File: config.mk
export PLATFORM = sky130hd
export DESIGN_NAME = load_store_unit
export DESIGN_NICKNAME = d
export VERILOG_FILES = /design/src/rtl/lsu_pkg.sv /design/src/rtl/lsu_align.sv /design/src/rtl/load_store_unit.sv
export SDC_FILE = /design/constraint.sdc
export NUM_CORES = 1
export LEC_CHECK = 0
export CAP_MARGIN = 20
export CORE_MARGIN = 1.5
export CORE_UTILIZATION = 53
export CTS_BUF_LIST = sky130_fd_sc_hd__clkbuf_8
export DETAILED_ROUTE_END_ITERATION = 6
export GPL_TIMING_DRIVEN = 0
export PLACE_DENSITY_LB_ADDON = 0.12
export SLEW_MARGIN = 20
export SYNTH_ARGS = -nofsm -noshare
export SYNTH_HDL_FRONTEND = slang
export SYNTH_SLANG_ARGS = --single-unit
File: constraint.sdc
create_clock -name clk -period 3.3 [get_ports clk]
set_clock_uncertainty 0.2 [all_clocks]
set_input_delay 0.825 -clock clk [delete_from_list [all_inputs] [get_ports clk]]
set_output_delay 0.825 -clock clk [all_outputs]
set_load 0.02 [all_outputs]
File: src/rtl/lsu_pkg.sv
// Shared types and helpers for the load/store unit.
package lsu_pkg;

  localparam int unsigned ADDR_W = 10;

  localparam logic [1:0] SZ_BYTE = 2'd0;
  localparam logic [1:0] SZ_HALF = 2'd1;
  localparam logic [1:0] SZ_WORD = 2'd2;
  localparam logic [1:0] SZ_ILL  = 2'd3;

  typedef enum logic [2:0] {
    StIdle,
    StRd0,
    StWr0,
    StRd1,
    StWr1,
    StResp
  } lsu_state_e;

  // Number of bytes touched by an access; the illegal size never reaches memory.
  function automatic logic [2:0] size_nbytes(input logic [1:0] size);
    logic [2:0] n;
    case (size)
      SZ_BYTE: n = 3'd1;
      SZ_HALF: n = 3'd2;
      default: n = 3'd4;
    endcase
    return n;
  endfunction

  // Right-aligned lane mask covering the bytes of an access.
  function automatic logic [31:0] size_mask(input logic [1:0] size);
    logic [31:0] m;
    case (size)
      SZ_BYTE: m = 32'h0000_00FF;
      SZ_HALF: m = 32'h0000_FFFF;
      default: m = 32'hFFFF_FFFF;
    endcase
    return m;
  endfunction

  // An access is split when it runs past the end of its first word.
  function automatic logic is_split(input logic [1:0] off, input logic [1:0] size);
    return ({1'b0, off} + size_nbytes(size)) > 3'd4;
  endfunction

endpackage

File: src/rtl/lsu_align.sv
// Byte-lane merge for read-modify-write stores and extraction/extension for loads.
module lsu_align import lsu_pkg::*; (
  input  logic [1:0]  off,
  input  logic [1:0]  size,
  input  logic        load_unsigned,
  input  logic [31:0] wdata,
  input  logic [31:0] lo_buf,
  input  logic [31:0] hi_buf,
  output logic [31:0] lo_merged,
  output logic [31:0] hi_merged,
  output logic [31:0] rdata
);

  logic [5:0]  shamt;
  logic [63:0] mask_sh;
  logic [63:0] wdata_sh;
  logic [31:0] window;

  assign shamt = {off, 3'b000};

  // Store data and its lane mask placed across the two-word window.
  assign mask_sh  = {32'h0, size_mask(size)} << shamt;
  assign wdata_sh = {32'h0, wdata & size_mask(size)} << shamt;

  assign lo_merged = (lo_buf & ~mask_sh[31:0])  | (wdata_sh[31:0]  & mask_sh[31:0]);
  assign hi_merged = (hi_buf & ~mask_sh[63:32]) | (wdata_sh[63:32] & mask_sh[63:32]);

  assign window = 32'({hi_buf, lo_buf} >> shamt);

  // Truncate the loaded window to the access size, then sign- or zero-extend.
  always_comb begin
    rdata = 32'h0;
    case (size)
      SZ_BYTE: rdata = {{24{~load_unsigned & window[7]}}, window[7:0]};
      SZ_HALF: rdata = {{16{~load_unsigned & window[15]}}, window[15:0]};
      SZ_WORD: rdata = window;
      default: rdata = 32'h0;
    endcase
  end

endmodule

File: src/rtl/load_store_unit.sv
// Load/store unit: byte/half/word accesses onto a word-wide memory, with split
// accesses across word boundaries and read-modify-write for sub-word stores.
module load_store_unit import lsu_pkg::*; (
  input  logic              clk,
  input  logic              rst_n,
  input  logic              req_valid,
  output logic              req_ready,
  input  logic              req_we,
  input  logic [1:0]        req_size,
  input  logic              req_unsigned,
  input  logic [ADDR_W-1:0] req_addr,
  input  logic [31:0]       req_wdata,
  output logic              rsp_valid,
  output logic [31:0]       rsp_rdata,
  output logic              rsp_err,
  output logic              mem_we,
  output logic [ADDR_W-3:0] mem_addr,
  output logic [3:0]        mem_byteen,
  output logic [31:0]       mem_din,
  input  logic [31:0]       mem_dout
);

  lsu_state_e        state_q, state_d;
  logic              we_q;
  logic [1:0]        size_q;
  logic              unsigned_q;
  logic [ADDR_W-1:0] addr_q;
  logic [31:0]       wdata_q;
  logic [31:0]       lo_q;
  logic [31:0]       hi_q;

  logic              accept;
  logic              split;
  logic [ADDR_W-3:0] word_addr;
  logic [31:0]       lo_merged;
  logic [31:0]       hi_merged;
  logic [31:0]       load_data;

  assign accept    = req_valid && (state_q == StIdle);
  assign split     = is_split(addr_q[1:0], size_q);
  assign word_addr = addr_q[ADDR_W-1:2];

  lsu_align u_align (
    .off           (addr_q[1:0]),
    .size          (size_q),
    .load_unsigned (unsigned_q),
    .wdata         (wdata_q),
    .lo_buf        (lo_q),
    .hi_buf        (hi_q),
    .lo_merged     (lo_merged),
    .hi_merged     (hi_merged),
    .rdata         (load_data)
  );

  // State register; async reset aborts any access immediately.
  always_ff @(posedge clk or negedge rst_n) begin
    if (!rst_n) begin
      state_q <= StIdle;
    end else begin
      state_q <= state_d;
    end
  end

  // Capture the request on acceptance.
  always_ff @(posedge clk or negedge rst_n) begin
    if (!rst_n) begin
      we_q       <= 1'b0;
      size_q     <= SZ_BYTE;
      unsigned_q <= 1'b0;
      addr_q     <= '0;
      wdata_q    <= 32'h0;
    end else if (accept) begin
      we_q       <= req_we;
      size_q     <= req_size;
      unsigned_q <= req_unsigned;
      addr_q     <= req_addr;
      wdata_q    <= req_wdata;
    end
  end

  // Capture read data from the low and high words.
  always_ff @(posedge clk or negedge rst_n) begin
    if (!rst_n) begin
      lo_q <= 32'h0;
      hi_q <= 32'h0;
    end else begin
      if (state_q == StRd0) lo_q <= mem_dout;
      if (state_q == StRd1) hi_q <= mem_dout;
    end
  end

  // Next state and outputs; all outputs decode from registers only so they hold
  // steady through the falling edge where the memory samples writes.
  always_comb begin
    state_d    = state_q;
    req_ready  = 1'b0;
    rsp_valid  = 1'b0;
    rsp_rdata  = 32'h0;
    rsp_err    = 1'b0;
    mem_we     = 1'b0;
    mem_addr   = '0;
    mem_byteen = 4'h0;
    mem_din    = 32'h0;
    unique case (state_q)
      StIdle: begin
        req_ready = 1'b1;
        if (req_valid) begin
          if (req_size == SZ_ILL) begin
            state_d = StResp;
          end else if (req_we && req_size == SZ_WORD && req_addr[1:0] == 2'd0) begin
            state_d = StWr0;
          end else begin
            state_d = StRd0;
          end
        end
      end
      StRd0: begin
        mem_byteen = 4'hF;
        mem_addr   = word_addr;
        if (we_q) begin
          state_d = StWr0;
        end else begin
          state_d = split ? StRd1 : StResp;
        end
      end
      StWr0: begin
        mem_we     = 1'b1;
        mem_byteen = 4'hF;
        mem_addr   = word_addr;
        mem_din    = lo_merged;
        state_d    = split ? StRd1 : StResp;
      end
      StRd1: begin
        mem_byteen = 4'hF;
        mem_addr   = word_addr + 1'b1;
        state_d    = we_q ? StWr1 : StResp;
      end
      StWr1: begin
        mem_we     = 1'b1;
        mem_byteen = 4'hF;
        mem_addr   = word_addr + 1'b1;
        mem_din    = hi_merged;
        state_d    = StResp;
      end
      StResp: begin
        rsp_valid = 1'b1;
        rsp_err   = (size_q == SZ_ILL);
        if (!we_q && size_q != SZ_ILL) rsp_rdata = load_data;
        state_d = StIdle;
      end
      default: state_d = StIdle;
    endcase
  end

endmodule

* Word-level counts from Yosys, hierarchy flattened
Index checks and enable logic that the tools add are counted.
Word-level totals: memories kept 0, latch bits 0, register bits 113, memory bits (writable) 0, memory bits (read-only) 0, word-level logic and storage cells 69, input bits 81
Cells by class: bitwise operators 12, $mul 0, eq/ne operators 12, div/mod/pow operators 0, muxes and demuxes 19, $add $sub $neg 2, reduce and logical (&&, ||, !) cells 12, magnitude comparators 1, shift operators 3
Operator list (number):
- $and 32x32->32 | 5
- $pmux 32 s2 | 2
- $shl 32x5->64 | 2
- $pmux 32 s3 | 1
- $mux 32 | 2
- $not 32->32 | 2
- $or 32x32->32 | 2
- $shr 64x5->32 | 1
- $pmux 8 s2 | 1
- $pmux 3 s5 | 1
- $mux 3 | 4
- $add 8x1->8 const B | 1
- $eq 2x2->1 const B | 4
- $eq 3x2->1 const B | 2
- $eq 3x3->1 const B | 2
- $pmux 3 s2 | 1
- $reduce_or 2->1 | 3
- $mux 1 | 5
- $logic_and 1x1->1 | 4
- $logic_not 2->1 | 2
- $mux 4 | 1
- $ne 2x2->1 const B | 2
- $reduce_or 4->1 | 1
- $add 2x3->3 | 1
- 8 further kinds | 9

* Logic depth before layout (Yosys ltp)
Gate-level depths: netlist of run 1.
word-level depth 7, mapped depth 10, depth with buffers taken out 8

* Modules after synthesis
From an unflattened synthesis of run 1, not the netlist that was laid out.
Unflattened totals: cells, all modules 699, area total of the unflattened synthesis 7703.6 µm²
By module, submodules not included:
- load_store_unit | cells each 387, sequential area each 2827.7 µm², times used 1, area each 5230.0 µm²
- lsu_align | cells each 312, sequential area each 0.0 µm², times used 1, area each 2473.6 µm²

* Worst setup path before layout of run 1
Ideal clock, no wire load.
path kind reg-to-output, start register state_q[0], end output mem_byteen[1], cell stages (with the launch flop) 7, arrival time 1.777 ns, data required time 2.275 ns, buffers on the path 4, path slack 0.498 ns, cell sequence dfrtp_1 > buf_4 > clkbuf_1 > clkbuf_1 > o21ai_0 > nor2b_1 > buf_4
On the way: word-level cells in the longest chain between the ends 3
RTL lines:
- start, declared | line load_store_unit.sv:23 | lsu_state_e state_q, state_d;
- start signal, assigned | line load_store_unit.sv:58 | state_q <= StIdle;
- start signal, assigned | line load_store_unit.sv:60 | state_q <= state_d;
- $eq 3x1->1, or another cell as far along | line load_store_unit.sv:104 | unique case (state_q)
- $reduce_or 4->1 (no line) (*)
- $mux 4 (*) | line load_store_unit.sv:104
- end, declared | line load_store_unit.sv:18 | output logic [3:0] mem_byteen,
Every way passes the cells marked *; elsewhere a longest branch is shown, timed or not.

* Worst setup path in the final report of run 1
start register addr_q[1], end output rsp_rdata[29]
On the way: word-level cells in the longest chain between the ends 5
RTL lines:
- start, declared | line load_store_unit.sv:27 | logic [ADDR_W-1:0] addr_q;
- start signal, assigned | line load_store_unit.sv:76 | addr_q <= req_addr;
- $shr 64x5->32 (*) | line lsu_align.sv:28 | assign window = 32'({hi_buf, lo_buf} >> shamt);
- $and 1x1->1, on equally long branches | line lsu_align.sv:35, lsu_align.sv:34
- $pmux 32 s3 (*) | line lsu_align.sv:33 | case (size)
- $mux 32 (*) | line load_store_unit.sv:148 | if (!we_q && size_q != SZ_ILL) rsp_rdata = load_data;
- $mux 32 (*) | line load_store_unit.sv:104
- end, declared | line load_store_unit.sv:14 | output logic [31:0] rsp_rdata,
Marks and branches as above.

==> results of run 1 <==
final timing paths:
| kind | end | slack [ns] | cells past startpoint |
|---|---|---|---|
| worst max-delay path | rsp_rdata[29] | -0.09 | 7 |
| worst min register to register | hi_q[25]$_DFFE_PN0N_ | 0.31 | 1 |
| worst min-delay path | addr_q[7]$_DFFE_PN0P_ | 0.11 | 1 |
| max in group asynchronous | hi_q[28]$_DFFE_PN0N_ | 2.11 | 2 |
| worst max register to register | state_q[1]$_DFFE_PN0P_ | 0.17 | 12 |
| min in group clk | hi_q[25]$_DFFE_PN0N_ | 0.31 | 1 |
cell families (layout without fill, tap and decap cells):
kind of cell    Yosys count  in the layout  synth area share (%)
compound gates          193            193                  17.3
xor+xnor                  7              7                 0.821
fa+ha+maj                 3              3                 0.503
buf+inv                  84            302                  5.46
flops                   113            113                  37.9
mux                     166            166                  29.1
simple gates            126            126                  9.01
cell type report:
| cell class | instances | area share (%) |
|---|---|---|
| Timing Repair Buffer | 194 | 16.9 |
| Sequential cell | 113 | 26.6 |
| Clock inverter | 14 | 1.91 |
| Buffer | 54 | 4.65 |
| Multi-Input combinational cell | 495 | 44.7 |
| Tap cell | 180 | 2.11 |
| Inverter | 22 | 0.821 |
| Clock buffer | 18 | 2.32 |
sequential cells by signal (all words and copies together), names as in the netlist:
signal	cells
wdata_q	32
addr_q	10
unsigned_q	1
we_q	1
hi_q	32
state_q	3
size_q	2
lo_q	32
repair_timing:
| item | CTS | global route |
|---|---|---|
| pin swaps | 8 | 28 |
| buffers inserted | 14 | 15 |
| resized for setup | 414 | 129 |
| cloned | 2 | 2 |
| setup endpoints to repair | 78 | 72 |
stage by stage:
step	instance area [um^2]	hold WS, ns	worst slack, ns
2_1_floorplan	7470	0.280	0.498
3_3_place_gp	9300	0.288	-2.96
3_5_place_dp	9330	0.298	-0.596
4_1_cts	10200	0.133	-0.138
5_1_grt	10700	0.140	-0.132
6_report	10700	0.106	-0.0949
cells in the mapped netlist, types with 4 or more instances:
cell,instances,area (um^2)
dfrtp_1,113,2830
mux2_2,108,1220
o21ai_0,50,250
nand2_1,32,120
mux4_2,30,676
o22ai_1,30,188
a21oi_1,29,145
nor2_1,28,105
mux2i_1,27,270
buf_2,23,115
inv_1,21,78.8
clkbuf_1,18,67.6
a22o_1,15,131
buf_4,13,97.6
nand2b_1,13,81.3
a221oi_1,10,87.6
o21ai_2,10,87.6
or3_1,10,62.6
and3_1,9,56.3
a22oi_1,8,60.1
o221ai_1,8,70.1
o22a_1,8,70.1
buf_1,6,22.5
nor2b_1,6,37.5
o21a_1,6,45.0
nand4_1,5,31.3
a32oi_1,4,35.0
nand3_1,4,20.0
nor3_1,4,20.0
xnor2_1,4,35.0
routing by layer:
metal	routed length, um	global-route usage (%)	share of wire, %	vias to the layer above
met5	0	0	0	-
met4	1390	19.9	4.9	0
met3	2780	8.57	9.8	119
met2	13700	62.1	48	575
met1	10500	48.2	37	3675
li1	-	-	-	3047
power groups by stage:
stage,Sequential (mW),Combinational [mW],Clock [mW]
detailed placement,3.12,6.50,0
CTS,3.19,7.01,1.53
global placement,3.09,6.36,0
global route,3.35,8.31,1.59
finish,3.31,7.93,1.52
floorplan,2.61,4.61,0
==> tab_implementation.tex, run 1 <==
\begin{tabular}{lr}
\hline
Metric & Value \\
\hline
\multicolumn{2}{l}{\textbf{Status}} \\
\quad Outcome & finished, violations left \\
\quad Failing checks & negative setup slack \\
\multicolumn{2}{l}{\textbf{Floorplanning}} \\
\quad Number of placed I/O pins & 161 \\
\quad Die area & 0.0148 mm\^{}2 \\
\quad Starting density of the core & 54.0\% \\
\quad DIE WIDTH & 122 um \\
\quad Floorplan die height & 122 um \\
\quad Number of rows in the core area & 43 \\
\quad Core area & 0.0138 mm\^{}2 \\
\multicolumn{2}{l}{\textbf{Yosys}} \\
\quad \#FFs+latches synth & 113 \\
\quad Unique cell type count in the Yosys netlist & 57 \\
\quad Syn Std Cell Area & 0.00747 mm\^{}2 \\
\quad Net count after synthesis & 776 \\
\quad Synthesis Warnings & 0 \\
\quad Synthesized area per cell & 10.8 um\^{}2 \\
\quad Fraction of the yosys area taken by sequential cells & 37.9\% \\
\quad EDFF count, synth & 0 \\
\quad Number of instances in the synthesized netlist & 692 \\
\quad Synth Flop Type & dfrtp\_1 \\
\quad Fraction of registers with async set/reset & 100\% \\
\multicolumn{2}{l}{\textbf{Power}} \\
\quad Reg power frac & 26.0\% \\
\quad Ratio of total power to cell area & 1200 mW/mm\^{}2 \\
\quad Net Sw Power & 5.90 mW \\
\quad Worst vdd ir & 0.579 mV \\
\quad Internal cell power & 6.86 mW \\
\quad Combinational Power Share & 62.1\% \\
\quad Sw frac & 46.3\% \\
\quad Power consumption & 12.8 mW \\
\quad Leakage power & 4.51 nW \\
\quad Share of total power in the clock network & 11.9\% \\
\multicolumn{2}{l}{\textbf{Worst setup path}} \\
\quad Largest delay contributor family on the critical path & simple AND/OR/NAND/NOR gates \\
\quad Critical Path Most Common Cell & buf\_6 \\
\quad Worst Path Max Fanout & 8 \\
\quad Max stage delay cell, worst path & or4\_4 \\
\quad Cells along the critical path & buf\_6 > mux4\_2 > nor2\_2 > or4\_4 > buf\_8 > o21ai\_2 > buf\_6 \\
\quad Arrival time at the worst endpoint & 2.37 ns \\
\quad Critical path class & flip-flop to primary output \\
\quad Setup crit start kind & flip-flop \\
\quad Largest stage delay, worst path & 0.58 ns \\
\quad RR Startpoint & size\_q[1]\$\_DFFE\_PN0P\_ \\
\quad Count of buffer and inverter cells on the critical path & 3 \\
\quad Launching element of the worst setup path & addr\_q[1]\$\_DFFE\_PN0P\_ \\
\quad Critical Path RT & 2.27 ns \\
\quad Crit end category & primary output \\
\multicolumn{2}{l}{\textbf{Global routing}} \\
\quad Maximum number of pins on one net before global-route repair & 60 \\
\quad Vias in the first global route & 7452 \\
\quad Initial antenna violation count & 0 \\
\quad First-pass GRT wire length & 42000 um \\
\quad GRT Residual Overflow & 0 \\
\quad Overall Global Routing Usage & 38.3\% \\
\multicolumn{2}{l}{\textbf{Clock network}} \\
\quad Clock slew at the register clock pins of the worst setup and hold paths & 0.08 ns \\
\quad TritonCTS sink count & 113 \\
\quad Number of buffers on the longest clock path & 2 \\
\quad Number of buffers inserted by hold repair at cts & 0 \\
\quad H-tree lvl count & 4 \\
\quad TritonCTS clock tree & yes \\
\quad Worst skew pair latency & 0.46 ns \\
\quad TritonCTS Buffers & 17 \\
\quad CTS root buf & clkbuf\_8 \\
\multicolumn{2}{l}{\textbf{Placed design}} \\
\quad Final GP Congestion & 0.947 \\
\quad Input/output buffers & 160 \\
\quad HPWL after detailed placement & 20100 um \\
\quad \# placed instances & 1033 \\
\multicolumn{2}{l}{\textbf{Layout}} \\
\quad Top library cells by usage in the layout, fill and taps aside & mux2\_2, dfrtp\_1, clkdlybuf4s50\_1, buf\_4, buf\_2 \\
\quad Finished Core Util & 77.2\% \\
\quad Ratio of cells with drive above 1 in the final layout & 47.9\% \\
\quad Number of fill cells & 912 \\
\quad Non-filler cells, final & 1090 \\
\quad Nets & 981 \\
\quad Most common cell after layout, fill and taps aside & mux2\_2 \\
\quad Area taken by multi-input logic gates & 0.00477 mm\^{}2 \\
\quad Synthesis-to-finish area growth & 42.9\% \\
\quad Area taken by flip-flops and latches & 0.00284 mm\^{}2 \\
\quad Diode count & 0 \\
\multicolumn{2}{l}{\textbf{Detailed routing}} \\
\quad Wire length after detailed routing & 28300 um \\
\quad Detailed-route via count & 7416 \\
\quad Number of detailed-routing iterations run before antenna repair & 6 \\
\quad Remaining design rule violation count & 0 \\
\quad Vias per Instance & 6.80 \\
\quad DRC violation total after the first TritonRoute iteration & 765 \\
\quad Final antenna-violating net count & 0 \\
\quad Avg WL per Cell & 26.0 um \\
\multicolumn{2}{l}{\textbf{STA}} \\
\quad Max-slew headroom & 59.4\% \\
\quad Number of pins with negative max-slew slack in the final report & 0 \\
\quad Worst slew pin tran & 0.604 ns \\
\quad Accumulated negative setup slack & -1.16 ns \\
\quad Time the worst path needs with I/O delays and setup & 3.39 ns \\
\quad Maximum clock frequency & 0.295 GHz \\
\quad Number of hold violations in the final report & 0 \\
\quad RSZ-0062 raised after global routing & true \\
\quad Final setup violation count & 25 \\
\quad Minimum setup slack in the final design & -0.0949 ns \\
\quad Portion of the clock cycle consumed by the worst path in the final layout & 103\% \\
\multicolumn{2}{l}{\textbf{Min path}} \\
\quad Worst Hold Class & input pin to asynchronous set/reset pin \\
\multicolumn{2}{l}{\textbf{Run}} \\
\quad Max\_cap viols & 0 \\
\hline
\end{tabular}
(Power assumes the default switching activity.)
==> run 2: changes to the inputs <==
==> constraint.sdc (replaced) <==
create_clock -name clk -period 3.3 [get_ports clk]
set_clock_uncertainty 0.2 [all_clocks]
set_input_delay 0.33 -clock clk [delete_from_list [all_inputs] [get_ports clk]]
set_output_delay 0.33 -clock clk [all_outputs]
set_load 0.02 [all_outputs]
==> tab_implementation.tex, run 2 (synthesis results as in run 1) <==
\begin{tabular}{lr}
\hline
Metric & Value \\
\hline
\multicolumn{2}{l}{\textbf{Status}} \\
\quad Outcome & complete, no violations (was finished, violations left) \\
\multicolumn{2}{l}{\textbf{Power}} \\
\quad Net Sw Power & 5.29 mW (was 5.90 mW) \\
\quad Ratio of total power to cell area & 1150 mW/mm\^{}2 (was 1200 mW/mm\^{}2) \\
\quad Leakage power & 4.37 nW (was 4.51 nW) \\
\quad Combinational Power Share & 58.8\% (was 62.1\%) \\
\quad Reg power frac & 28.0\% (was 26.0\%) \\
\quad Internal cell power & 6.19 mW (was 6.86 mW) \\
\quad Share of total power in the clock network & 13.2\% (was 11.9\%) \\
\quad Sw frac & 46.1\% (was 46.3\%) \\
\quad Worst vdd ir & 0.558 mV (was 0.579 mV) \\
\quad Power consumption & 11.5 mW (was 12.8 mW) \\
\multicolumn{2}{l}{\textbf{STA}} \\
\quad Maximum clock frequency & 0.308 GHz (was 0.295 GHz) \\
\quad Number of pins with negative max-slew slack in the final report & 0 (unchanged) \\
\quad Max-slew headroom & 58.8\% (was 59.4\%) \\
\quad Worst slew pin tran & 0.614 ns (was 0.604 ns) \\
\quad Number of hold violations in the final report & 0 (unchanged) \\
\quad Final setup violation count & 0 (was 25) \\
\quad Portion of the clock cycle consumed by the worst path in the final layout & 98.4\% (was 103\%) \\
\quad Post-Route Hold Slack & 0.187 ns (was 0.106 ns) \\
\quad Time the worst path needs with I/O delays and setup & 3.25 ns (was 3.39 ns) \\
\multicolumn{2}{l}{\textbf{Clock network}} \\
\quad TritonCTS clock tree & yes (unchanged) \\
\quad CTS root buf & clkbuf\_8 (unchanged) \\
\quad Worst skew pair latency & 0.46 ns (about the same) \\
\quad TritonCTS sink count & 113 (unchanged) \\
\quad H-tree lvl count & 4 (unchanged) \\
\quad TritonCTS Buffers & 17 (unchanged) \\
\quad Number of buffers on the longest clock path & 2 (unchanged) \\
\quad Clock slew at the register clock pins of the worst setup and hold paths & 0.08 ns (about the same) \\
\multicolumn{2}{l}{\textbf{Detailed routing}} \\
\quad Number of detailed-routing iterations run before antenna repair & 7 (was 6) \\
\quad Detailed-route via count & 7127 (was 7416) \\
\quad Vias per Instance & 6.69 (was 6.80) \\
\quad Avg WL per Cell & 24.9 um (was 26.0 um) \\
\quad Remaining design rule violation count & 0 (unchanged) \\
\quad Final antenna-violating net count & 0 (unchanged) \\
\quad DRC violation total after the first TritonRoute iteration & 735 (was 765) \\
\quad Wire length after detailed routing & 26600 um (was 28300 um) \\
\multicolumn{2}{l}{\textbf{Layout}} \\
\quad Most common cell after layout, fill and taps aside & dfrtp\_1 (was mux2\_2) \\
\quad Finished Core Util & 72.0\% (was 77.2\%) \\
\quad Post-route cell area & 0.00995 mm\^{}2 (was 0.0107 mm\^{}2) \\
\quad Number of fill cells & 1030 (was 912) \\
\quad Diode count & 0 (unchanged) \\
\quad Top library cells by usage in the layout, fill and taps aside & dfrtp\_1, mux2\_2, clkdlybuf4s50\_1, o21ai\_0, dlygate4sd2\_1 (was mux2\_2, dfrtp\_1, clkdlybuf4s50\_1, buf\_4, buf\_2) \\
\quad Nets & 957 (was 981) \\
\quad Synthesis-to-finish area growth & 33.2\% (was 42.9\%) \\
\quad Ratio of cells with drive above 1 in the final layout & 30.4\% (was 47.9\%) \\
\quad Largest registers ranked by flip-flop count & hi\_q x32, lo\_q x32, wdata\_q x32 (unchanged) \\
\multicolumn{2}{l}{\textbf{Worst setup path}} \\
\quad Arrival time at the worst endpoint & 2.72 ns (was 2.37 ns) \\
\quad Worst Path Max Fanout & 10 (was 8) \\
\quad Max stage delay cell, worst path & dfrtp\_1 (was or4\_4) \\
\quad Setup crit start kind & flip-flop (unchanged) \\
\quad Critical Path RT & 2.77 ns (was 2.27 ns) \\
\quad Cells along the critical path & clkbuf\_4 > or2\_2 > buf\_4 > clkinvlp\_4 > buf\_1 > or3\_1 > a21oi\_1 > o22ai\_1 > dlygate4sd2\_1 (was buf\_6 > mux4\_2 > nor2\_2 > or4\_4 > buf\_8 > o21ai\_2 > buf\_6) \\
\quad Critical path class & flip-flop to primary output (unchanged) \\
\quad Crit end category & primary output (unchanged) \\
\quad Largest stage delay, worst path & 0.40 ns (was 0.58 ns) \\
\multicolumn{2}{l}{\textbf{Floorplanning}} \\
\quad Floorplan die height & 122 um (unchanged) \\
\quad Number of rows in the core area & 43 (unchanged) \\
\quad Die area & 0.0148 mm\^{}2 (unchanged) \\
\quad Core area & 0.0138 mm\^{}2 (unchanged) \\
\quad Starting density of the core & 54.0\% (unchanged) \\
\quad Number of placed I/O pins & 161 (unchanged) \\
\quad DIE WIDTH & 122 um (unchanged) \\
\multicolumn{2}{l}{\textbf{Placed design}} \\
\quad Instance area at placement & 0.00933 mm\^{}2 (unchanged) \\
\quad HPWL after detailed placement & 20100 um (unchanged) \\
\quad Input/output buffers & 160 (unchanged) \\
\quad Final GP Congestion & 0.947 (unchanged) \\
\multicolumn{2}{l}{\textbf{Global routing}} \\
\quad GRT Residual Overflow & 0 (unchanged) \\
\quad Maximum number of pins on one net before global-route repair & 60 (unchanged) \\
\quad First-pass GRT wire length & 41400 um (was 42000 um) \\
\quad Vias in the first global route & 7315 (was 7452) \\
\quad Initial antenna violation count & 0 (unchanged) \\
\quad Overall Global Routing Usage & 37.7\% (was 38.3\%) \\
\multicolumn{2}{l}{\textbf{Run}} \\
\quad Max\_cap viols & 0 (unchanged) \\
\multicolumn{2}{l}{\textbf{Min path}} \\
\quad Worst Hold Class & input pin to asynchronous set/reset pin (unchanged) \\
\hline
\end{tabular}
==> run 2: path summary, 6_finish.rpt <==
kind | slack [ns] | cells past startpoint | startpoint | to
hold / removal | 0.19 | 2 | rst_n | addr_q[7]$_DFFE_PN0P_
hold reg to reg | 0.31 | 1 | hi_q[29]$_DFFE_PN0N_ | hi_q[29]$_DFFE_PN0N_
setup reg to reg | 0.21 | 12 | size_q[1]$_DFFE_PN0P_ | state_q[2]$_DFFE_PN0P_
min in group clk | 0.22 | 3 | req_addr[4] | addr_q[4]$_DFFE_PN0P_
max in group asynchronous | 2.03 | 3 | rst_n | hi_q[31]$_DFFE_PN0N_
setup / recovery | 0.05 | 9 | size_q[1]$_DFFE_PN0P_ | mem_din[12]
==> run 2: metrics by stage <==
step	instances	TNS [ns]	worst slack, ns
CTS	1068	-0.00126	-0.00126
global placement	1032	-276.97	-2.46
floorplan	692	0	0.706
finish	1066	0	0.0522
global route	1066	-0.00995	-0.00995
detailed placement	1033	-0.124	-0.101
==> run 2: final cells by class <==
| cell class | count | area [um^2] | area share [%] |
|---|---|---|---|
| clock inverter | 14 | 204 | 2.05 |
| inverter | 22 | 87.6 | 0.880 |
| multi-input combinational | 495 | 4350 | 43.7 |
| timing repair buffer | 168 | 1660 | 16.7 |
| sequential | 113 | 2830 | 28.4 |
| clock buffer | 18 | 248 | 2.49 |
| buffer | 56 | 352 | 3.53 |
| tap | 180 | 225 | 2.26 |
==> run 2: power by group through the flow <==
stage,clock network (mW),registers (mW),logic [mW]
4_1_cts,1.53,3.12,6.60
3_5_place_dp,0,3.12,6.50
6_report,1.52,3.21,6.75
3_3_place_gp,0,3.09,6.36
2_1_floorplan,0,2.61,4.61
5_1_grt,1.59,3.27,7.21
==> run 2: routing by layer <==
metal / routed length, um / vias to the layer above / GRT usage [%] / part of all wire [%]
met5: 0 / - / 0 / 0
li1: - / 2999 / - / -
met3: 2260 / 86 / 7.91 / 8.5
met1: 10300 / 3576 / 48.0 / 39
met2: 13000 / 466 / 62.0 / 49
met4: 1080 / 0 / 17.0 / 4.1
==> run 2: timing repair <==
item | CTS | global route
setup buffers | 5 | 1
resized for setup | 88 | 34
setup endpoints to repair | 70 | 38
endpoints found under the hold margin | 54 | 0
pin swaps | 2 | 0
hold buffers | 1 | 0
==> run 2: worst max-delay path: cells and delay by family (launching register included) <==
kind	cells	cell delay, ns
buffers and inverters	5	1.06
AND/OR/NAND/NOR	2	0.45
flip-flops	1	0.40
AO/OA/AOI/OAI	2	0.35
==> run 3: changes to the inputs <==
- CORE_MARGIN: 1.5 -> unset
- SETUP_SLACK_MARGIN: unset -> 0.1
==> tab_implementation.tex, run 3 (synthesis results as in run 1) <==
\begin{tabular}{lr}
\hline
Metric & Value \\
\hline
\multicolumn{2}{l}{\textbf{Worst setup path}} \\
\quad RR Startpoint & size\_q[1]\$\_DFFE\_PN0P\_ (unchanged) \\
\quad Arrival time at the worst endpoint & 2.67 ns (was 2.72 ns) \\
\quad Largest delay contributor family on the critical path & simple AND/OR/NAND/NOR gates (was buffers and inverters) \\
\quad Crit end category & primary output (unchanged) \\
\quad End of the worst register-to-register path & state\_q[1]\$\_DFFE\_PN0P\_ (was state\_q[2]\$\_DFFE\_PN0P\_) \\
\quad Internal reg-to-reg setup slack & 0.41 ns (was 0.21 ns) \\
\quad Critical Path Most Common Cell & buf\_6 \\
\quad Max stage delay cell, worst path & or4\_4 (was dfrtp\_1) \\
\quad Largest stage delay, worst path & 0.56 ns (was 0.40 ns) \\
\quad Setup crit start kind & flip-flop (unchanged) \\
\quad Critical path class & flip-flop to primary output (unchanged) \\
\quad Count of buffer and inverter cells on the critical path & 4 (was 5) \\
\quad Cells along the critical path & buf\_4 > and3b\_1 > buf\_6 > nand2\_4 > or4\_4 > buf\_6 > o21ai\_2 > dlygate4sd2\_1 (was clkbuf\_4 > or2\_2 > buf\_4 > clkinvlp\_4 > buf\_1 > or3\_1 > a21oi\_1 > o22ai\_1 > dlygate4sd2\_1) \\
\quad Critical Path RT & 2.77 ns (about the same) \\
\quad Path depth of the worst reg2reg path & 11 (was 12) \\
\quad Worst Path Max Fanout & 10 (unchanged) \\
\multicolumn{2}{l}{\textbf{Layout}} \\
\quad Most common cell after layout, fill and taps aside & dfrtp\_1 (unchanged) \\
\quad Nets & 959 (was 957) \\
\quad Synthesis-to-finish area growth & 32.4\% (was 33.2\%) \\
\quad Largest registers ranked by flip-flop count & hi\_q x32, lo\_q x32, wdata\_q x32 (unchanged) \\
\quad Diode count & 0 (unchanged) \\
\quad Ratio of cells with drive above 1 in the final layout & 31.6\% (was 30.4\%) \\
\quad Post-route cell area & 0.00989 mm\^{}2 (was 0.00995 mm\^{}2) \\
\quad Non-filler cells, final & 1068 (was 1066) \\
\quad Top library cells by usage in the layout, fill and taps aside & dfrtp\_1, mux2\_2, clkdlybuf4s50\_1, o21ai\_0, dlygate4sd2\_1 (unchanged) \\
\multicolumn{2}{l}{\textbf{Power}} \\
\quad Share of total power in the clock network & 12.0\% (was 13.2\%) \\
\quad Internal cell power & 6.04 mW (was 6.19 mW) \\
\quad Leakage power & 4.27 nW (was 4.37 nW) \\
\quad Reg power frac & 28.4\% (was 28.0\%) \\
\quad Combinational Power Share & 59.6\% (was 58.8\%) \\
\quad Power consumption & 11.4 mW (was 11.5 mW) \\
\quad Net Sw Power & 5.32 mW (was 5.29 mW) \\
\quad Sw frac & 46.8\% (was 46.1\%) \\
\quad Worst vdd ir & 0.617 mV (was 0.558 mV) \\
\quad Ratio of total power to cell area & 1150 mW/mm\^{}2 (about the same) \\
\multicolumn{2}{l}{\textbf{Clock network}} \\
\quad TritonCTS sink count & 113 (unchanged) \\
\quad TritonCTS clock tree & yes (unchanged) \\
\quad Clock slew at the register clock pins of the worst setup and hold paths & 0.08 ns (about the same) \\
\quad CTS root buf & clkbuf\_8 (unchanged) \\
\quad H-tree lvl count & 4 (unchanged) \\
\quad Number of buffers on the longest clock path & 2 (unchanged) \\
\quad TritonCTS Buffers & 17 (unchanged) \\
\quad Worst skew pair latency & 0.45 ns (was 0.46 ns) \\
\multicolumn{2}{l}{\textbf{STA}} \\
\quad Worst slew pin tran & 0.614 ns (about the same) \\
\quad Time the worst path needs with I/O delays and setup & 3.20 ns (was 3.25 ns) \\
\quad Number of hold violations in the final report & 0 (unchanged) \\
\quad Portion of the clock cycle consumed by the worst path in the final layout & 97.0\% (was 98.4\%) \\
\quad Final setup violation count & 0 (unchanged) \\
\quad Max-slew headroom & 58.8\% (about the same) \\
\quad RSZ-0062 raised after global routing & true \\
\quad Maximum clock frequency & 0.313 GHz (was 0.308 GHz) \\
\quad Number of pins with negative max-slew slack in the final report & 0 (unchanged) \\
\multicolumn{2}{l}{\textbf{Global routing}} \\
\quad First-pass GRT wire length & 41200 um (was 41400 um) \\
\quad Vias in the first global route & 7217 (was 7315) \\
\quad Initial antenna violation count & 0 (unchanged) \\
\quad GRT Residual Overflow & 0 (unchanged) \\
\quad Maximum number of pins on one net before global-route repair & 66 (was 60) \\
\quad Overall Global Routing Usage & 38.5\% (was 37.7\%) \\
\multicolumn{2}{l}{\textbf{Placed design}} \\
\quad Input/output buffers & 160 (unchanged) \\
\quad \# placed instances & 1033 (unchanged) \\
\quad Instance area at placement & 0.00933 mm\^{}2 (unchanged) \\
\quad HPWL after detailed placement & 20000 um (was 20100 um) \\
\quad Final GP Congestion & 0.917 (was 0.947) \\
\multicolumn{2}{l}{\textbf{Floorplanning}} \\
\quad Die area & 0.0146 mm\^{}2 (was 0.0148 mm\^{}2) \\
\quad Core area & 0.0138 mm\^{}2 (unchanged) \\
\quad DIE WIDTH & 121 um (was 122 um) \\
\quad Number of placed I/O pins & 161 (unchanged) \\
\quad Number of rows in the core area & 43 (unchanged) \\
\quad Starting density of the core & 54.0\% (unchanged) \\
\quad Floorplan die height & 121 um (was 122 um) \\
\multicolumn{2}{l}{\textbf{Detailed routing}} \\
\quad Remaining design rule violation count & 1 (was 0) \\
\quad Wire length after detailed routing & 26800 um (was 26600 um) \\
\quad Final antenna-violating net count & 0 (unchanged) \\
\quad DRC violation total after the first TritonRoute iteration & 896 (was 735) \\
\quad Avg WL per Cell & 25.1 um (was 24.9 um) \\
\quad Detailed-route via count & 7191 (was 7127) \\
\quad Vias per Instance & 6.73 (was 6.69) \\
\quad Number of detailed-routing iterations run before antenna repair & 7 (unchanged) \\
\multicolumn{2}{l}{\textbf{Min path}} \\
\quad Worst Hold Class & input pin to asynchronous set/reset pin (unchanged) \\
\multicolumn{2}{l}{\textbf{Run}} \\
\quad Max\_cap viols & 0 (unchanged) \\
\multicolumn{2}{l}{\textbf{Status}} \\
\quad Failing checks & design-rule violations \\
\quad Outcome & finished, violations left (was complete, no violations) \\
\hline
\end{tabular}
==> run 3: power by group through the flow <==
stage | clock (mW) | combinational [mW] | sequential (mW)
floorplan | 0 | 4.61 | 2.61
global placement | 0 | 6.37 | 3.09
detailed placement | 0 | 6.51 | 3.13
CTS | 1.37 | 6.60 | 3.13
global route | 1.43 | 7.23 | 3.26
finish | 1.36 | 6.77 | 3.23
==> run 3: cell type report <==
| type | count | area (um^2) |
|---|---|---|
| fill | 1020 | 3940 |
| timing repair buffer | 167 | 1610 |
| clock buffer | 18 | 248 |
| inverter | 22 | 87.6 |
| tap | 180 | 225 |
| sequential | 113 | 2830 |
| buffer | 59 | 379 |
| multi-input combinational | 495 | 4350 |
| clock inverter | 14 | 158 |
==> run 3: routing by layer <==
layer / part of all wire (%) / global-route usage [%] / up-vias
met2: 49 / 63.7 / 508
met1: 38 / 49.3 / 3618
met4: 4.0 / 17.9 / 0
met3: 9.1 / 6.60 / 70
li1: - / - / 2995
met5: 0 / 0 / -
==> run 3: worst max-delay path by stage <==
stage	startpoint	endpoint	slack [ns]	depth (start not counted)
3_5_place_dp	state_q[2]$_DFFE_PN0P_	mem_din[3]	-0.06	6
2_1_floorplan	addr_q[1]$_DFFE_PN0P_	state_q[2]$_DFFE_PN0P_	0.71	10
5_1_grt	addr_q[1]$_DFFE_PN0P_	mem_din[24]	0.01	7
6_report	state_q[0]$_DFFE_PN0P_	rsp_rdata[28]	0.10	8
4_1_cts	addr_q[6]$_DFFE_PN0P_	mem_addr[7]	0.11	6
3_3_place_gp	rst_n	hi_q[21]$_DFFE_PN0N_	-2.50	1
==> run 3: through the flow <==
stage | hold slack, ns | setup TNS, ns | setup slack (ns) | utilization (%)
final | 0.177 | 0 | 0.100 | 71.5
after global routing | 0.206 | 0 | 0.0106 | 71.5
after CTS | 0.182 | 0 | 0.109 | 71.2
after detailed placement | 0.0953 | -0.187 | -0.0604 | 67.4
after global placement | 0.287 | -281.01 | -2.50 | 67.2
after floorplan | -0.166 | 0 | 0.706 | -
==> run 3: repair_timing <==
item	4_1_cts	5_1_grt
hold endpoints to repair	48	0
hold buffers	1	0
gates resized for setup	102	47
buffers inserted	5	0
endpoints found under the setup margin	74	54
pin swaps	2	0
